==> src/rtl/op_datapath_if.sv <==
// Operand-bus / result-FIFO signal bundle between the sequencing side and op_datapath.
`timescale 1ns/1ps
interface op_datapath_if #(
    parameter int WIDTH = 8,
    parameter int DEPTH = 4
);
    localparam int CW = $clog2(DEPTH) + 1;

    logic [WIDTH-1:0]   din;
    logic [2:0]         capture;
    logic               op;
    logic               valid;
    logic [2*WIDTH-1:0] out_data;
    logic               out_valid;
    logic               out_ready;
    logic [CW-1:0]      count;
    logic               overflow;

    modport master (
        output din, capture, op, valid, out_ready,
        input  out_data, out_valid, count, overflow
    );

    modport slave (
        input  din, capture, op, valid, out_ready,
        output out_data, out_valid, count, overflow
    );
endinterface

==> src/rtl/op_datapath.sv <==
// Latches A/B/C from a shared bus, computes A*B+C on op, and queues results
// in a small circular FIFO drained by a ready/valid consumer.
`timescale 1ns/1ps
module op_datapath #(
    parameter int WIDTH = 8,
    parameter int DEPTH = 4
) (
    input logic         clock,
    input logic         rst,
    op_datapath_if.slave bus
);
    localparam int AW = $clog2(DEPTH);
    localparam logic [AW:0] PTR_ONE = (AW+1)'(1);

    logic [WIDTH-1:0]   a_q, b_q, c_q;
    logic [2*WIDTH-1:0] r_q;
    logic [2*WIDTH-1:0] mem [DEPTH];
    logic [AW:0]        wr_ptr, rd_ptr;
    logic               overflow_q;
    logic               empty, full, pop, push;

    // Extra pointer MSB distinguishes full from empty when the indices match.
    always_comb begin
        empty = (wr_ptr == rd_ptr);
        full  = (wr_ptr[AW] != rd_ptr[AW]) && (wr_ptr[AW-1:0] == rd_ptr[AW-1:0]);
        pop   = !empty && bus.out_ready;
        push  = bus.valid && (!full || pop);
    end

    always_ff @(posedge clock or posedge rst) begin
        if (rst) begin
            a_q <= '0;
            b_q <= '0;
            c_q <= '0;
            r_q <= '0;
        end else begin
            if (bus.capture[0]) a_q <= bus.din;
            if (bus.capture[1]) b_q <= bus.din;
            if (bus.capture[2]) c_q <= bus.din;
            // Operands are zero-extended first, so the product and sum never truncate.
            if (bus.op)
                r_q <= ({{WIDTH{1'b0}}, a_q} * {{WIDTH{1'b0}}, b_q}) + {{WIDTH{1'b0}}, c_q};
        end
    end

    always_ff @(posedge clock or posedge rst) begin
        if (rst) begin
            wr_ptr     <= '0;
            rd_ptr     <= '0;
            overflow_q <= 1'b0;
        end else begin
            if (push) wr_ptr <= wr_ptr + PTR_ONE;
            if (pop)  rd_ptr <= rd_ptr + PTR_ONE;
            if (bus.valid && !push) overflow_q <= 1'b1;
        end
    end

    // Storage needs no reset: pointers alone define which entries are live.
    always_ff @(posedge clock) begin
        if (push) mem[wr_ptr[AW-1:0]] <= r_q;
    end

    assign bus.out_valid = !empty;
    assign bus.out_data  = empty ? '0 : mem[rd_ptr[AW-1:0]];
    assign bus.count     = wr_ptr - rd_ptr;
    assign bus.overflow  = overflow_q;
endmodule
==> src/flat_wrapper.sv <==
// flat-port wrapper written by rule: the top's interface ports become plain ports
module op_datapath_flat 
#(
    parameter int WIDTH = 8,
    parameter int DEPTH = 4
)
  (clock, rst, bus_din, bus_capture, bus_op, bus_valid, bus_out_ready, bus_out_data, bus_out_valid, bus_count, bus_overflow);
  op_datapath_if #(.WIDTH(WIDTH), .DEPTH(DEPTH)) bus_i ();
  input logic clock;
  input logic rst;
  input wire logic [$bits(bus_i.din)-1:0] bus_din;
  input wire logic [$bits(bus_i.capture)-1:0] bus_capture;
  input wire logic [$bits(bus_i.op)-1:0] bus_op;
  input wire logic [$bits(bus_i.valid)-1:0] bus_valid;
  input wire logic [$bits(bus_i.out_ready)-1:0] bus_out_ready;
  output wire logic [$bits(bus_i.out_data)-1:0] bus_out_data;
  output wire logic [$bits(bus_i.out_valid)-1:0] bus_out_valid;
  output wire logic [$bits(bus_i.count)-1:0] bus_count;
  output wire logic [$bits(bus_i.overflow)-1:0] bus_overflow;
  assign bus_i.din = bus_din;
  assign bus_i.capture = bus_capture;
  assign bus_i.op = bus_op;
  assign bus_i.valid = bus_valid;
  assign bus_i.out_ready = bus_out_ready;
  assign bus_out_data = bus_i.out_data;
  assign bus_out_valid = bus_i.out_valid;
  assign bus_count = bus_i.count;
  assign bus_overflow = bus_i.overflow;
  op_datapath #(.WIDTH(WIDTH), .DEPTH(DEPTH)) u_core (.clock(clock), .rst(rst), .bus(bus_i));
endmodule
==> config.mk <==
export PLATFORM = sky130hd
export DESIGN_NAME = op_datapath_flat
export DESIGN_NICKNAME = d
export VERILOG_FILES = /design/src/rtl/op_datapath_if.sv /design/src/rtl/op_datapath.sv /design/src/flat_wrapper.sv
export SDC_FILE = /design/constraint.sdc
export NUM_CORES = 1
export LEC_CHECK = 0
export ABC_AREA = 1
export BUFFER_PORTS_ARGS = -buffer_cell sky130_fd_sc_hd__buf_2
export CAP_MARGIN = 30
export CORE_UTILIZATION = 60
export DETAILED_ROUTE_END_ITERATION = 8
export PLACE_DENSITY = 0.8
export SYNTH_ARGS = -nofsm -noshare
export SYNTH_HDL_FRONTEND = slang
export SYNTH_SLANG_ARGS = --single-unit
==> constraint.sdc <==
create_clock -name clock -period 11.8 [get_ports clock]
set_input_delay 0.59 -clock clock [delete_from_list [all_inputs] [get_ports clock]]
set_output_delay 0.59 -clock clock [all_outputs]
set_load 0.05 [all_outputs]
-- After elaboration in Yosys (flattened, before gate mapping)
Memories as Yosys holds them, arrays and structs flattened.
Index checks and enable logic that the tools add are counted.
- register bits after elaboration: 47
- bits in writable memories: 64
- output and inout bits: 21
- memories: 1
- memories (memory ; words ; width ; read ports ; clocked after Yosys merged registers in ; wr ports ; line ; text):
    u_core.mem ; 4 ; 16 ; 1 ; 0 ; 1 ; op_datapath.sv:17 ; logic [2*WIDTH-1:0] mem [DEPTH];
- $add $sub $neg: 4
- $mul: 1
- equal/unequal tests: 3
- multiplexer cells: 3
- reduce and logical (&&, ||, !) cells: 8
- operators with widths (kind ; number):
    adder 16 x 8 -> 16 bit ; 1
    multiplier 8 x 8 -> 16 bit ; 1
    two-way mux 16 bit ; 1
    adder 3 x 1 -> 3 bit, second input constant ; 2
    logical AND 1 bit ; 4
    equality test 3 bit ; 1
    logical NOT 1 bit ; 3
    subtractor 3 bit ; 1
    equality test 2 bit ; 1
    two-way mux 1 bit ; 2
    logical OR 1 bit ; 1
    != test 1 bit ; 1

-- Longest topological paths before layout
Gate-level depths: netlist of run 1.
- word-level depth: 7
- mapped depth: 21
- gate-level depth less buffers: 20

-- Worst setup path after synthesis of run 1
No wires, ideal clock.
- path kind: register to register
- start: register u_core.b_q[7]
- end: register u_core.r_q[10]
- library setup time: 117 ps
- arrival time: 3741 ps
- data required time: 11683 ps
- path slack: 7942 ps
- stages on the path, launching flop included: 20
- path buffers: 1
- cell sequence: dfrtp_1 -> clkbuf_1 -> nand2_1 -> fa_1 -> fa_1 -> inv_1 -> fa_1 -> inv_1 -> fa_1 -> inv_1 -> ha_1 -> nand2_1 -> nand2_1 -> nand2_1 -> nand2_1 -> inv_1 -> nand2_1 -> xor2_1 -> nand2_1 -> nand2_1
- word-level cells in the longest chain between the ends: 2
- RTL lines (what ; line ; text):
    start: declaration ; op_datapath.sv:15 ; logic [WIDTH-1:0] a_q, b_q, c_q;
    start signal: assignment ; op_datapath.sv:38 ; if (bus.capture[1]) b_q <= bus.din;
    multiplier 8 x 8 -> 16 bit ; op_datapath.sv:42 ; r_q <= ({{WIDTH{1'b0}}, a_q} * {{WIDTH{1'b0}}, b_q}) + {{WIDTH{1'b0}}, c_q};
    adder 16 x 8 -> 16 bit ; op_datapath.sv:42 ;
    end signal: assignment ; op_datapath.sv:42 ;
    end: declaration ; op_datapath.sv:16 ; logic [2*WIDTH-1:0] r_q;
Every way passes these cells.
A chain may end at the register's enable or synchronous reset.

-- Worst setup path in the final report of run 1
- start: register u_core.a_q[0]
- end: register u_core.r_q[11]
- word-level cells in the longest chain between the ends: 2
- RTL lines (what ; line ; text):
    start: declaration ; op_datapath.sv:15 ;
    start signal: assignment ; op_datapath.sv:37 ; if (bus.capture[0]) a_q <= bus.din;
    multiplier 8 x 8 -> 16 bit ; op_datapath.sv:42 ;
    adder 16 x 8 -> 16 bit ; op_datapath.sv:42 ;
Every way passes these cells.

==> results.md, run 1 <==
- The flow ran to the end, and the final reports show no timing, DRC or antenna violations.
- CTS placed an instance of sky130_fd_sc_hd__clkbuf_16 at the clock tree root.
- For this block, the initial DRC count from the detailed router was 230.
- In the final layout, the share of cells above drive strength 1 is 0.111.
- The boundary pin count is 37.
- The antenna diode count is 0.
- The maximum number of pins on one net before global-route repair is 48.
- In the final routed layout, each cell accounts on average for 14.3 µm.
- The final route contains 4763 vias.
- The post-synthesis net count is 845.
- The worst path needs 4.07 ns of the cycle, external delays included.
- The worst register-to-register path has a setup slack of 7.73 ns.
- The actual slew at the worst max-slew pin is 0.970 ns.
- Of the synthesized area, sequential elements account for 0.446.
- Counting instances in the post-synthesis netlist gives the leading cell types as sky130_fd_sc_hd__nand2_1 (161), sky130_fd_sc_hd__inv_1 (142), sky130_fd_sc_hd__nor2_1 (78).
- The number of setup violations in the final report is 0.
- The effective utilization at floorplan is 0.627.
- The critical path data required time is 12.03 ns.
- The final wirelength is 12900 µm.
- The most common cell in the netlist is sky130_fd_sc_hd__nand2_1.
- The sort of element at the end of the critical path is a flip-flop.
- The total global routing track utilization is 0.246.
- After routing, the total negative slack on setup checks comes to 0 ns.
- Derived from the worst setup path, the maximum achievable clock frequency is 246 MHz.
- The total congestion overflow after global routing is 0.
- The number of unique standard cell types used by synthesis is 27.
- Counting the fill cells in the layout gives 854.
- The first detailed-routing pass took 6 iterations.
- The cts-stage hold buffer count is 0.
- The post-cts gate resize count is 0.
- The final-stage net count is 862.
- The remaining routing DRC violations is 0.
- The highest net fanout along the worst path is 9.
- Detailed placement ended at an HPWL of 9350 µm.
- In this run the tightest slew margin relative to its limit is 0.353.
- The number of register bits inferred by synthesis is 111.
- The data arrival time of the critical path is 4.30 ns.
- Post-CTS timing repair inserted 0 buffers for setup.
- The most used flip-flop cell after synthesis is sky130_fd_sc_hd__edfxtp_1.
- The global placement routability congestion is 0.864.
- The number of synthesized flops with an enable pin is 64.
- The classification of the worst-slack hold path is input port to asynchronous set/reset pin.
- The number of global-route vias before repair was 4895.
- Counting the buffers created by CTS gives 9.
- The die is 110 µm tall.
- In this run the remaining antenna-violating nets after routing total 0.
- The growth of design area from synthesis to finish is 8.24%.
- The number of warnings issued by yosys is 0.
- For this run, asynchronously set or reset flops after synthesis account for 0.423.
- The sequential standard cell area is 3100 µm².
- The first global-routing pass estimated 22400 µm of wire.
- During placement, the flow inserted port buffers numbering 36.
- The library cell with the largest summed area after synthesis is sky130_fd_sc_hd__edfxtp_1.
- After synthesis the cells add up to 6940 µm².
- The number of antenna violations at the first check in global routing is 0.
- By area the synthesized netlist is led by sky130_fd_sc_hd__edfxtp_1 (28%), sky130_fd_sc_hd__dfrtp_1 (17%), sky130_fd_sc_hd__fa_1 (13%).
- The setup clock skew after layout is 0.00670 ns.
- TritonCTS built the clock tree.
- Counting along the longest clock path gives a buffer depth of 2.
- The H-tree generated during clock tree synthesis spans 3 levels.
- Measured along the x axis, the die boundary spans 110 µm.
- The floorplan has 38 rows.
- The post-synthesis cell count is 741.
- In the finished design, the share of the clock period the worst path needs comes to 0.345.
- The tool flagged a number of max-cap violations equal to 0.
- Clock-pin slew was measured on the worst setup and hold paths at 0.07 ns.
- The worst setup path is launched from a flip-flop.
- The synthesized area divided by synthesized cell count is 9.37 µm².
- The clock net in this run drives a total of 111 sinks.
- The final hold violation count was 0.
- For the worst-skew pair, the clock arrives at the later sink with an insertion delay of 0.35 ns.
- Dividing the detail-routed via count by the number of cells gives 5.27.
- The standard cell core area is 11100 µm².
- The path type of the worst setup path is flip-flop to flip-flop.
- The total die area is 12000 µm².
- The fraction of post-synthesis cell area in the top cell type by area is 0.277.
- Setup repair after global routing left no endpoint under its margin.
- The multi-input combinational cells in the finished layout cover a total of 3170 µm².
- The total count of max-transition violations in the final report is 0.
==> state kept, by name, indices dropped and copies added (netlist names) <==
name                 flops
u_core.rd_ptr            3
u_core.wr_ptr            3
u_core.a_q               8
u_core.b_q               8
u_core.bus.overflow      1
u_core.c_q               8
u_core.mem              64
u_core.r_q              16
==> worst max-delay path, stage by stage (launching register included) <==
cell and delay (ns):
sky130_fd_sc_hd__dfrtp_1 0.53, sky130_fd_sc_hd__nand2_1 0.13, sky130_fd_sc_hd__fa_1 0.53, sky130_fd_sc_hd__fa_1 0.57
sky130_fd_sc_hd__inv_1 0.06, sky130_fd_sc_hd__fa_1 0.53, sky130_fd_sc_hd__inv_1 0.05, sky130_fd_sc_hd__fa_1 0.52
sky130_fd_sc_hd__inv_1 0.04, sky130_fd_sc_hd__ha_1 0.34, sky130_fd_sc_hd__nand2_1 0.11, sky130_fd_sc_hd__nor2_1 0.15
sky130_fd_sc_hd__nand2_1 0.08, sky130_fd_sc_hd__nand2_1 0.09, sky130_fd_sc_hd__a21oi_1 0.06, sky130_fd_sc_hd__o21ai_0 0.10
sky130_fd_sc_hd__nand2_1 0.08
==> stage by stage <==
stage / util / area (µm²) / instances / setup WS [ns] / hold slack (ns)
6_report: 0.678 / 7510 / 903 / 7.73 / 0.217
5_1_grt: 0.678 / 7510 / 903 / 7.45 / 0.252
4_1_cts: 0.676 / 7490 / 902 / 7.73 / 0.473
3_5_place_dp: 0.649 / 7190 / 886 / 7.82 / 0.460
3_3_place_gp: 0.646 / 7160 / 884 / 7.85 / 0.454
2_1_floorplan: - / 6940 / 741 / 7.94 / 0.442
==> layout make-up <==
type,count,area share
clock buffers,10,0.0305
clock inverters,6,0.00966
inverters,144,0.0719
multi-input cells,453,0.422
flip-flops and latches,111,0.412
well taps,140,0.0233
repair buffers,39,0.0306
==> cell usage in the layout, fill, tap and decap left out, drive strengths merged <==
cell and n:
a21oi 26, mux2 18, ha 43, nand2 163, buf 39, xor2 5
bufinv 1, fa 45, xnor2 4, nand3 19, inv 148, nor2 79
o21ai 45, or2 1, nand4 4, clkbuf 10, dfrtp 47, o21bai 1
edfxtp 64, clkinv 1
==> logic make-up (layout without fill, tap and decap cells) <==
logic type | Yosys count | count (layout) | share of synthesized area
AOI/OAI and AO/OA | 72 | 72 | 0.0523
xor gates and xnor gates | 9 | 9 | 0.0114
adders and majority gates | 88 | 88 | 0.207
buffers and inverters | 177 | 199 | 0.0984
DFF | 111 | 111 | 0.446
muxes | 18 | 18 | 0.0292
and+or+nand+nor | 266 | 266 | 0.155
==> per-layer routing <==
metal,track usage,wire [µm],vias to the layer above
li1,-,-,2324
met1,0.296,5390,2291
met2,0.442,6710,125
met3,0.0433,588,23
met4,0.0895,208,0
met5,0,0,-
==> worst paths after layout <==
kind	startpoint	end	cells past startpoint
worst min-delay path	rst	u_core.bus.overflow	2
worst max-delay path	u_core.a_q[0]	u_core.r_q[11]	16
max in group asynchronous	rst	u_core.b_q[4]	3
worst min register to register	u_core.wr_ptr[2]	u_core.wr_ptr[2]	1
worst max register to register	u_core.a_q[0]	u_core.r_q[11]	16
min in group clock	u_core.wr_ptr[2]	u_core.wr_ptr[2]	1
Power of run 1 is not shown: default switching activity piles up to over one toggle a cycle in this logic, so the estimate is an artifact.
==> run 2, diff against run 1 <==
--- a/config.mk
+++ b/config.mk
@@ -5,12 +5,12 @@
 export SDC_FILE = /design/constraint.sdc
 export NUM_CORES = 1
 export LEC_CHECK = 0
-export ABC_AREA = 1
+export ABC_AREA = 0
 export BUFFER_PORTS_ARGS = -buffer_cell sky130_fd_sc_hd__buf_2
 export CAP_MARGIN = 30
-export CORE_UTILIZATION = 60
+export CORE_UTILIZATION = 56
 export DETAILED_ROUTE_END_ITERATION = 8
-export PLACE_DENSITY = 0.8
+export PLACE_DENSITY = 0.79
 export SYNTH_ARGS = -nofsm -noshare
 export SYNTH_HDL_FRONTEND = slang
 export SYNTH_SLANG_ARGS = --single-unit
==> constraint.sdc (replaced) <==
create_clock -name clock -period 3.5 [get_ports clock]
set_input_delay 0.175 -clock clock [delete_from_list [all_inputs] [get_ports clock]]
set_output_delay 0.175 -clock clock [all_outputs]
set_load 0.05 [all_outputs]
==> run 2 against run 1 <==
Compared with the run above:
- the run now ends with setup timing left
- hold slack worse by 0.18 ns
- via count is 15% lower
- die area is 2.1% higher
- global-route usage is 2.1 points lower
- flip-flop and latch count stayed put
- area after synthesis is 4.6% lower
- register-to-register slack worse by 8.3 ns
- cell count is 17% lower
- largest cell class unchanged
==> results.md, run 2 <==
- The run finished, with violations left.
- The checks that failed: setup timing.
- The total congestion overflow after global routing is 0 (unchanged).
- The number of antenna violations at the first check in global routing came to 0 (unchanged).
- STA classifies the critical path startpoint as a flip-flop.
- The number of CTS-inserted buffers is 9 (unchanged).
- The clock tree from TritonCTS is done.
- The number of synthesized flops with an enable pin is 64 (unchanged).
- The TritonCTS sink count is 111 (unchanged).
- The highest clock rate came to 248 MHz (+1.2%).
- The floorplan row count is 39 (+2.6%).
- The total half-perimeter wirelength after legalization and detailed placement was 8890 µm (-4.9%).
- By instance count, the leading cell after synthesis is sky130_fd_sc_hd__inv_1.
- The global placement routability congestion is 0.823 (-4.8%).
- The top cell types in the final layout, fill and taps aside, are sky130_fd_sc_hd__edfxtp_1 (64), sky130_fd_sc_hd__inv_1 (59), sky130_fd_sc_hd__buf_4 (56).
- The worst setup path is captured at a flip-flop.
- The number of H-tree branching levels came to 3 (unchanged).
- The setup clock skew after layout was 0.0120 ns (+0.00533 ns).
- Setup repair after global routing could not meet its margin everywhere.
- The worst path setup slack after routing is -0.525 ns (-8.25 ns).
- The maximum number of buffers from clock root to sink is 2 (unchanged).
- The maximum single-stage delay on the critical path was 0.55 ns (-0.02 ns).
- The final cell count without fillers was 753 (-17%).
- The library cell with the largest summed area after synthesis is sky130_fd_sc_hd__edfxtp_1.
- Walking the worst path, the cells encountered are nand2_2, fa_2, inv_1, fa_1, fa_1, inv_1, fa_1, inv_2, ha_4, o211ai_1, o211ai_2, a21boi_2, xnor2_1, mux2_4.
- The per-cell routed wire length is 17.3 µm (+21%).
- The final critical-path required period was 4.03 ns (-0.0473 ns).
- The antenna diode count is 0 (unchanged).
- The critical path data required time is 3.75 ns (-8.28 ns).
- The iteration-0 DRC count of the detailed router came to 178 (-23%).
- The reg2reg setup slack was -0.53 ns (-8.25 ns).
- The number of warnings issued by yosys is 0 (unchanged).
- The post-synthesis cell count is 509 (-31%).
- The post-synthesis net count is 613 (-27%).
- The data arrival time of the critical path is 4.28 ns (-0.02 ns).
- The tree is rooted in a sky130_fd_sc_hd__clkbuf_16.
- The worst-case headroom to the max-slew limit came to 0.656 (+0.303).
- The final wirelength is 13000 µm (+1.0%).
- The residual antenna-violating net count after detailed routing is 0 (unchanged).
- By area the synthesized netlist is led by sky130_fd_sc_hd__edfxtp_1 (29%), sky130_fd_sc_hd__dfrtp_1 (18%), sky130_fd_sc_hd__fa_1 (14%).
- The standard cell core area is 11500 µm² (+3.5%).
- The actual slew at the worst max-slew pin is 0.516 ns (-0.454 ns).
- The path type of the worst setup path is flip-flop to flip-flop.
- The final-stage net count is 709 (-18%).
- The proportion of register bits with asynchronous set or reset after synthesis is 0.423 (unchanged).
- The effective utilization at floorplan is 0.577 (-0.0493).
- The post-synth design cell area is 6620 µm² (-4.6%).
- The number of max-capacitance violations reported is 0 (unchanged).
- The most numerous cell type found on the critical path is sky130_fd_sc_hd__fa_1.
- The worst hold-check slack is 0.0366 ns (-0.180 ns).
- The per-cell via count in the routed design is 5.41 (+2.5%).
- The growth of design area from synthesis to finish is 21.4%.
- The maximum number of pins on one net before global-route repair is 25 (-48%).
- The die width is 111 µm (+1.1%).
- The port buffer count was 36 (unchanged).
- The overall die height is 111 µm (+1.1%).
- Counting instances in the post-synthesis netlist gives the leading cell types as sky130_fd_sc_hd__inv_1 (66), sky130_fd_sc_hd__edfxtp_1 (64), sky130_fd_sc_hd__and2_1 (58).
- The number of setup violations in the final report came to 10 (+10).
- The final hold violation count is 0 (unchanged).
- The most used flip-flop cell after synthesis is sky130_fd_sc_hd__edfxtp_1.
- The highest net fanout along the worst path is 8 (-1).
- The final-layout setup total negative slack is -3.69 ns (-3.69 ns).
- Leaving out fill and tap cells, the most frequent cell in the layout is sky130_fd_sc_hd__edfxtp_1.
- The number of global-route vias before repair was 4413 (-9.8%).
- The via total after detailed routing is 4071 (-15%).
- The total global routing track utilization came to 0.225 (-0.0206).
- The source-to-sink clock delay at the later pin of the worst-skew pair is 0.36 ns (about the same).
- The first-pass iteration count of the detailed router is 4 (-2).
- The fill cell instance count of the final layout is 766 (-10%).
- The fraction of post-synthesis cell area in the top cell type by area is 0.290 (+0.0134).
- The number of placed instances, taps included is 716 (-19%).
- The remaining routing DRC violations was 0 (unchanged).
- The fraction of final layout cells sized beyond drive strength 1 is 0.387 (+0.275).
- The total count of max-transition violations in the final report was 0 (unchanged).
- The slowest stage of the critical path belongs to the cell sky130_fd_sc_hd__fa_1.
- The number of unique standard cell types used by synthesis is 37 (+37%).
- The register area share after synthesis is 0.468 (+0.0217).
- The tightest min-delay check is of the input port to flip-flop type.
- The boundary pin count is 37 (unchanged).
- The final cycle utilization of the critical path was 1.15 (+0.805).
- The number of register bits inferred by synthesis is 111 (unchanged).
- The synthesized area divided by synthesized cell count is 13.0 µm² (+39%).
- The wire length of the first global-routing pass is 21500 µm (-4.0%).
- The total die area is 12300 µm² (+2.1%).
- The clock-pin slew on the worst setup and hold paths is 0.08 ns (about the same).
- The flip-flop count of the largest register, all copies and words added is 64 (unchanged).
## run 2: cell types whose count changed in the layout (fill, tap and decap cells not counted), moves of 9 or more
cell and change:
sky130_fd_sc_hd__nand3_1 -13, sky130_fd_sc_hd__and2_1 +53, sky130_fd_sc_hd__inv_1 -82, sky130_fd_sc_hd__dfrtp_1 -14, sky130_fd_sc_hd__nor2_1 -67, sky130_fd_sc_hd__ha_1 -9, sky130_fd_sc_hd__mux4_2 +16, sky130_fd_sc_hd__nand2_1 -123
sky130_fd_sc_hd__dfrtp_2 +14, sky130_fd_sc_hd__a21oi_1 -20, sky130_fd_sc_hd__o21ai_0 -36, sky130_fd_sc_hd__buf_4 +56
## run 2: repair_timing
| action | CTS | global route |
|---|---|---|
| endpoints found under the hold margin | 23 | 0 |
| setup endpoints to repair | 11 | 11 |
| gates resized for setup | 53 | 18 |
| hold buffers | 1 | 0 |
| setup buffers | 16 | 4 |
| pin swaps | 33 | 16 |
## run 2: path summary, 6_finish.rpt
| check | cells past startpoint | endpoint | from |
|---|---|---|---|
| setup reg to reg | 14 | u_core.r_q[13] | u_core.b_q[1] |
| max in group asynchronous | 4 | u_core.r_q[15] | rst |
| min in group asynchronous | 3 | u_core.c_q[0] | rst |
| hold reg to reg | 1 | u_core.bus.overflow | u_core.bus.overflow |
| hold / removal | 2 | u_core.bus.overflow | bus_valid |
| setup / recovery | 14 | u_core.r_q[13] | u_core.b_q[1] |
## run 2: layer usage
metal	GRT usage	routed length, µm	up-vias
met5	0	0	-
met4	0.0862	272	0
met3	0.0459	399	26
met2	0.399	7010	80
met1	0.272	5360	2058
li1	-	-	1907
## run 2: layout make-up
| class | count | area, µm² | area share |
|---|---|---|---|
| Multi-Input combinational cell | 319 | 3510 | 0.436 |
| Sequential cell | 111 | 3120 | 0.388 |
| Timing Repair Buffer | 98 | 676 | 0.0841 |
| Inverter | 66 | 248 | 0.0308 |
| Clock buffer | 9 | 225 | 0.0280 |
| Tap cell | 143 | 179 | 0.0223 |
| Clock inverter | 7 | 86.3 | 0.0107 |
## run 2: cell families (layout without fill, tap and decap cells)
| group | Yosys count | in the layout | share of synthesized area |
|---|---|---|---|
| adders and majority gates | 88 | 88 | 0.217 |
| DFF | 111 | 111 | 0.468 |
| xor gates and xnor gates | 16 | 16 | 0.0212 |
| buffers and inverters | 79 | 180 | 0.0469 |
| AOI/OAI and AO/OA | 39 | 39 | 0.0365 |
| muxes | 48 | 48 | 0.109 |
| and+or+nand+nor | 128 | 128 | 0.101 |
## run 2: per-stage QoR
stage                     utilization  setup slack (ns)  area [µm²]
final                           0.701            -0.525        8040
after global routing            0.701            -0.600        8040
after CTS                       0.693            -0.420        7940
after detailed placement        0.638            -0.539        7320
after global placement          0.637            -0.458        7300
after floorplan                     -            -0.268        6720
## run 2: critical path, delay by kind of cell, from the launching register on
kind | cells | cell delay [ns]
AO/OA/AOI/OAI | 3 | 0.51
XOR/XNOR | 1 | 0.13
adder cells (fa/ha/maj) | 5 | 2.33
buffers and inverters | 3 | 0.16
flip-flops | 1 | 0.46
multiplexers | 1 | 0.25
AND/OR/NAND/NOR | 1 | 0.08
Power of run 2 is left out for the same reason.
